### config.mk
export PLATFORM = sky130hd
export DESIGN_NAME = reg_bank_rd
export DESIGN_NICKNAME = d
export VERILOG_FILES = /design/src/rtl/processor_pkg.sv /design/src/rtl/reg_bank_rd_slot.sv /design/src/rtl/reg_bank_rd.sv
export SDC_FILE = /design/constraint.sdc
export NUM_CORES = 1
export LEC_CHECK = 0
export BUFFER_PORTS_ARGS = -buffer_cell sky130_fd_sc_hd__buf_2
export CAP_MARGIN = 20
export CORE_ASPECT_RATIO = 1.4
export CORE_MARGIN = 2
export CORE_UTILIZATION = 55
export CTS_BUF_LIST = sky130_fd_sc_hd__clkbuf_4
export DETAILED_ROUTE_END_ITERATION = 10
export HOLD_SLACK_MARGIN = 0.02
export PLACE_DENSITY = 0.74
export SYNTH_ARGS = -nofsm -noshare
export SYNTH_HDL_FRONTEND = slang
export SYNTH_SLANG_ARGS = --single-unit
export TNS_END_PERCENT = 20
### constraint.sdc
create_clock -name i_clk -period 3.75 [get_ports i_clk]
set_input_delay 0.375 -clock i_clk [delete_from_list [all_inputs] [get_ports i_clk]]
set_output_delay 0.375 -clock i_clk [all_outputs]
set_load 0.01 [all_outputs]
### src/rtl/processor_pkg.sv
// rtl/processor_pkg.sv - shared datapath width and read-port state encoding
package processor_pkg;

  localparam int DATA_W = 8;

  typedef enum logic {
    RD_EMPTY = 1'b0,
    RD_FULL  = 1'b1
  } rd_state_e;

endpackage

### src/rtl/reg_bank_rd_slot.sv
// rtl/reg_bank_rd_slot.sv - one-entry back-pressurable read response slot
module reg_bank_rd_slot
  import processor_pkg::*;
(
  input  logic              i_clk,
  input  logic              i_rst,
  input  logic              i_req,
  input  logic [DATA_W-1:0] i_data,
  input  logic              i_oor,
  input  logic              i_ready,
  output logic              o_gnt,
  output logic              o_valid,
  output logic [DATA_W-1:0] o_data,
  output logic              o_oor
);

  rd_state_e         r_state;
  rd_state_e         w_state_nxt;
  logic              w_accept;
  logic [DATA_W-1:0] r_data;
  logic              r_oor;

  always_ff @(posedge i_clk) begin
    if (i_rst) r_state <= RD_EMPTY;
    else       r_state <= w_state_nxt;
  end

  always_comb begin
    w_state_nxt = r_state;
    o_gnt       = (r_state == RD_EMPTY) | i_ready;
    w_accept    = i_req & o_gnt;
    case (r_state)
      RD_EMPTY: if (w_accept) w_state_nxt = RD_FULL;
      RD_FULL:  if (i_ready && !w_accept) w_state_nxt = RD_EMPTY;
      default:  w_state_nxt = RD_EMPTY;
    endcase
  end

  // Payload only moves on accept, so a stalled response cannot be disturbed.
  always_ff @(posedge i_clk) begin
    if (i_rst) begin
      r_data <= '0;
      r_oor  <= 1'b0;
    end else if (w_accept) begin
      r_data <= i_data;
      r_oor  <= i_oor;
    end
  end

  assign o_valid = (r_state == RD_FULL);
  assign o_data  = r_data;
  assign o_oor   = r_oor;

endmodule

### src/rtl/reg_bank_rd.sv
// rtl/reg_bank_rd.sv - register bank with load-style write and handshaked read
// Optional macro REG_BANK_ZERO_R0_EN hardwires register 0 to zero.
module reg_bank_rd
  import processor_pkg::*;
#(
  parameter int DEPTH = 8,
  parameter int AW    = 3
) (
  input  logic              i_clk,
  input  logic              i_rst,
  input  logic              i_wr_en,
  input  logic [AW-1:0]     i_wr_addr,
  input  logic [DATA_W-1:0] i_wr_data,
  input  logic              i_rd_req,
  input  logic [AW-1:0]     i_rd_addr,
  output logic              o_rd_gnt,
  output logic              o_rd_valid,
  output logic [DATA_W-1:0] o_rd_data,
  input  logic              i_rd_ready,
  output logic              o_rd_oor
);

`ifdef REG_BANK_ZERO_R0_EN
  localparam bit ZERO_R0 = 1'b1;
`else
  localparam bit ZERO_R0 = 1'b0;
`endif

  // One extra bit so DEPTH == 2**AW still compares correctly.
  localparam logic [AW:0] DEPTH_L = (AW+1)'(DEPTH);

  logic [DATA_W-1:0] r_mem [DEPTH];
  logic              w_wr_ok;
  logic              w_rd_inr;
  logic              w_rd_zero;
  logic              w_bypass;
  logic [DATA_W-1:0] w_mem_rd;
  logic [DATA_W-1:0] w_slot_data;

  assign w_wr_ok   = i_wr_en && ({1'b0, i_wr_addr} < DEPTH_L)
                     && !(ZERO_R0 && (i_wr_addr == '0));
  assign w_rd_inr  = ({1'b0, i_rd_addr} < DEPTH_L);
  assign w_rd_zero = ZERO_R0 && (i_rd_addr == '0);
  assign w_bypass  = i_wr_en && (i_wr_addr == i_rd_addr) && w_rd_inr;

  always_ff @(posedge i_clk) begin
    if (i_rst) begin
      for (int i = 0; i < DEPTH; i++) r_mem[i] <= '0;
    end else if (w_wr_ok) begin
      for (int i = 0; i < DEPTH; i++) begin
        if (!(ZERO_R0 && i == 0) && (i_wr_addr == AW'(i))) r_mem[i] <= i_wr_data;
      end
    end
  end

  always_comb begin
    w_mem_rd = '0;
    for (int i = 0; i < DEPTH; i++) begin
      if (i_rd_addr == AW'(i)) w_mem_rd = r_mem[i];
    end
  end

  always_comb begin
    w_slot_data = w_mem_rd;
    if (!w_rd_inr || w_rd_zero) w_slot_data = '0;
    else if (w_bypass)          w_slot_data = i_wr_data;
  end

  reg_bank_rd_slot u_slot (
    .i_clk   (i_clk),
    .i_rst   (i_rst),
    .i_req   (i_rd_req),
    .i_data  (w_slot_data),
    .i_oor   (!w_rd_inr),
    .i_ready (i_rd_ready),
    .o_gnt   (o_rd_gnt),
    .o_valid (o_rd_valid),
    .o_data  (o_rd_data),
    .o_oor   (o_rd_oor)
  );

endmodule

# Word-level counts from Yosys, hierarchy flattened
# Memory sizes are Yosys's and may differ from the RTL's.
# Cells that the tools add are included.
# op_classes
n_addsub,0
multipliers,0
n_div,0
order_cmp,0
n_eq_ne,15
shift,0
muxes,54
n_bitwise,11
n_reduce_logical,5
# ops
op,count
2-to-1 mux 8 bit,17
2-to-1 mux 1 bit,36
== test 3 bit (second input constant),8
== test 3 x 2 -> 1 bit (second input constant),4
OR 1 bit,9
== test 3 x 1 -> 1 bit (second input constant),2
zero test 3 bit,2
== test 3 bit,1
logical AND 1 bit,2
case mux 1 bit (2 select lines),1
bitwise AND 1 bit,1
zero test 1 bit,1
NOT 1 bit,1
# totals
ff_bits,9
latchBits,0
ram_bits,64
romBits,0
in_bits,19
output_inout_bits,11
word_cells,88
n_memories,1
# memory_table
memory,depth,word_bits,read_ports,rd_ports_with_merged_regs,write_ports,line,source
r_mem,8,8,8,0,8,reg_bank_rd.sv:32,logic [DATA_W-1:0] r_mem [DEPTH];

# Longest topological paths before layout
# depth
depth_word,10
depth_mapped,7
depth_no_buf,5

# By module
# From an unflattened synthesis, not the netlist that was laid out.
# unflattened
cells_unflattened,297
hier_area_um2,3578.4
# by_module_without_submodules
module,instances,cells_per_inst,area_each_um2,seq_area_each_um2
reg_bank_rd,1,252,3108.0,1921.8
reg_bank_rd_slot,1,45,470.5,200.2

# Worst setup path after synthesis
# OpenSTA, ideal clock, no wires.
# synth_timing
path_kind,input to register
startpoint,in i_wr_addr[2]
endpoint,"mem r_mem[2][0], in the netlist r_mem[0][16], enable pin"
setup_ns,0.334
arrival_ns,1.268
t_required_ns,3.416
path_slack_ns,2.148
path_stages,5
path_buffers,2
cell_sequence,buf_2 nor2b_1 clkbuf_1 nand3_1 nand2b_1
# synth_lines
element,line,source
start: declaration,reg_bank_rd.sv:12,"input logic [AW-1:0] i_wr_addr,"
end: declaration,reg_bank_rd.sv:32,

# Final worst setup path
# layout_timing
startpoint,in i_rd_addr[1]
endpoint,"reg u_slot.r_data[2], in the netlist u_slot.o_data[2]"
# layout_via
elab_chain_len,10
elab_cells_between_ends,19
classes_between,eq/ne: 8; mux: 9; reduce/logical: 2
# layout_lines
element,line,source
start: declaration,reg_bank_rd.sv:15,"input logic [AW-1:0] i_rd_addr,"
zero test 3 bit,reg_bank_rd.sv:59,if (i_rd_addr == AW'(i)) w_mem_rd = r_mem[i];
2-to-1 mux 8 bit (8 in series),reg_bank_rd.sv:59,
2-to-1 mux 8 bit (*),reg_bank_rd.sv:66,else if (w_bypass) w_slot_data = i_wr_data;
end signal: assignment,reg_bank_rd_slot.sv:45,r_data <= i_data;
end: declaration,reg_bank_rd_slot.sv:20,logic [DATA_W-1:0] r_data;
# Every way passes the cells marked *; elsewhere a longest branch is shown, timed or not.
# A chain may end at the register's enable or synchronous reset.

==> impl_metrics.toml <==
[cells_and_area]
area_growth_pct = 6.05
drive_gt1_share_pct = 15.0
final_nets = 335
seqCellArea_mm2 = 0.00210
multi_input_area_mm2 = 0.00114
final_cell_count_no_fill = 393
diodes = 0
fillers = 516
design_area_mm2 = 0.00364

[route]
ant_nets = 0
num_vias = 2355
viasPerCell = 5.99
wire_per_inst_um = 19.0
drt_iter0_markers = 198
drc_errors = 0
drt_wl_total_um = 7450
dr.pass1.iters = 7

[synth]
synthSimpleGateAreaFrac_pct = 15.7
ys_seq_area_share_pct = 61.2
synthCells = 296
synth_area_per_cell_um2 = 11.6
synth_top_area_share_pct = 56.0
synth_compound_area_share_pct = 9.62
ys_ff_latch = 73
synth.distinct_cells = 38
synth.cell_area_mm2 = 0.00343
ys_warn_count = 0
synth_nets = 315
synth_area_leaders = "edfxtp_1 56%, nor2_1 6.7%, mux2i_1 6.4%, dfxtp_1 5.2%, nand2b_1 3.1%"
synth_top_family_by_area = "simple AND/OR/NAND/NOR gates"
synthAdderAreaFrac_pct = 0
synthXorXnorAreaFrac_pct = 0.984
yosysTopAreaCell = "edfxtp_1"
synthMuxAreaShare_pct = 6.74

[die]
rows = 34
fp.dieH_um = 97.5
die_area_mm2 = 0.00690
core_mm2 = 0.00613
initial_core_util_pct = 56.0
ioPinCount = 30
die_x_um = 70.8

[sta]
period_share_pct = 43.4
slew_viol_final = 0
relSlewSlack_pct = 49.5
finalClockSkew_ps = 24.6
max_freq_mhz = 614
final.min_clock_period_ps = 1630
finalSetupTns_ps = 0
worst_pin_slew_ps = 758
setup_slack_ps = 2120
rsz0062_at_grt = "false"
finalSetupViolations = 0
finalHoldViolCount = 0

[grt]
grt_max_degree = 33
track_usage_pct = 22.7
antenna_found_initial = 0
grt_pass1_vias = 2348
grt_pass1_wl_um = 11700
grt_overflow = 0

[placement]
dp.cells = 377
hpwl_um = 5270
place.gp.congestion = 0.770
placed_cell_area_mm2 = 0.00353
io_buffers = 28
place_ws_ps = 1700

[clock_tree]
clk_pin_slew_ps = 130
post_cts_resized = 0
cts-htree-levels = 3
cts_root_buf = "clkbuf_4"
cts.sinks = 73
cts_setup_buffers = 0
ctsHoldBuffers = 0
cts_made_buffers = 9
cts_tree = "done"
clockBufferDepth = 2
clock_latency_ps = 430

[min_path]
holdCritPathClass = "in2reg"

[pwr]
ir_worst_vdd_uv = 269
p_leak_nw = 1.40
p_per_area_mw_per_mm2 = 432
power_mw = 1.57

[worst_setup_path]
cp.arrival_ps = 1960
crit_type = "in2reg"
worst_ep_required_time_ps = 4090
start_kind = "input pin"
path_max_fanout = 32
end_kind = "flip-flop"

[job]
timing.max_cap.violations = 0

[run_status]
status = "finished, final reports clean"
==> logic make-up (layout without fill, tap and decap cells) <==
family,Yosys count,count (layout)
AOI/OAI and AO/OA,44,44
buffers and inverters,35,60
other,1,1
muxes,23,23
DFF,73,73
xor gates and xnor gates,3,3
and+or+nand+nor,117,117
==> Yosys cell counts, drive strengths merged <==
| cell | number |
|---|---|
| nor3 | 2 |
| o21ai | 2 |
| o221ai | 5 |
| mux2i | 22 |
| buf | 12 |
| o22ai | 1 |
| mux2 | 1 |
| a221o | 5 |
| nand2b | 17 |
| and2 | 2 |
| nor2 | 61 |
| and2b | 2 |
| o211ai | 6 |
| and3 | 1 |
| inv | 16 |
| a22oi | 3 |
| a31oi | 8 |
| dfxtp | 9 |
| a41o | 2 |
| conb | 1 |
| nand2 | 15 |
| a211oi | 4 |
| a21oi | 6 |
| and4 | 1 |
| clkbuf | 7 |
| nand3 | 7 |
| nor2b | 3 |
| nor4 | 5 |
| a32oi | 2 |
| nor3b | 1 |
| edfxtp | 64 |
| xnor2 | 3 |
==> worst max-delay path, stage by stage <==
cell and delay, ps:
buf_2 580, nand2b_1 330, o221ai_1 280, a31oi_1 120, nor4_1 260
==> worst paths after layout <==
path                                        from               end  slack (ps)  depth (start not counted)
worst max-delay path                i_rd_addr[1]  u_slot.o_data[2]        2120                          5
worst min-delay path                i_wr_data[7]  u_slot.o_data[7]         220                          3
worst max register to register    u_slot.o_valid  u_slot.o_data[2]        2230                          5
worst min register to register  u_slot.o_data[6]  u_slot.o_data[6]         500                          2
==> placed cells by master, fill, tap and decap left out, types with 7 or more instances in the layout <==
cell type and instances:
a31oi_1 8, buf_2 28, clkbuf_4 10, dfxtp_1 9, edfxtp_1 64, inv_1 16, mux2i_1 22, nand2_1 15
nand2b_1 17, nand3_1 7, nor2_1 61
==> area by class of cell <==
type                       count  share of cell area (%)
clock buffer                  10                    2.06
tap                           72                    2.47
inverter                      16                    1.65
sequential                    73                    57.7
clock inverter                 6                   0.962
multi-input combinational    188                    31.3
timing repair buffer          28                    3.85
==> where the power goes <==
group          switching [mW]  total (mW)  internal (mW)
sequential             0.0240       0.969          0.945
combinational           0.117       0.185         0.0678
clock                   0.281       0.420          0.139
total                   0.422        1.57           1.15
==> layer usage <==
| metal | wire (um) | track usage, % | share of wire (%) | vias to the layer above |
|---|---|---|---|---|
| met5 | 0 | 0 | 0 | - |
| met4 | 192 | 11.8 | 2.6 | 0 |
| met3 | 409 | 4.15 | 5.5 | 18 |
| met2 | 3700 | 37.2 | 50 | 93 |
| met1 | 3150 | 28.3 | 42 | 1131 |
| li1 | - | - | - | 1113 |
==> metrics by stage <==
| stage | utilization, % | hold slack [ps] |
|---|---|---|
| 6_report | 59.4 | 218 |
| 3_3_place_gp | 57.6 | 472 |
| 5_1_grt | 59.4 | 241 |
| 3_5_place_dp | 57.6 | 481 |
| 4_1_cts | 59.4 | 216 |
| 2_1_floorplan | - | 502 |
==> registers in the layout, indices dropped and copies added (netlist names) <==
name / count
u_slot.o_valid: 1
u_slot.o_data: 8
r_mem: 64
Power figures use the tool's default switching activity.
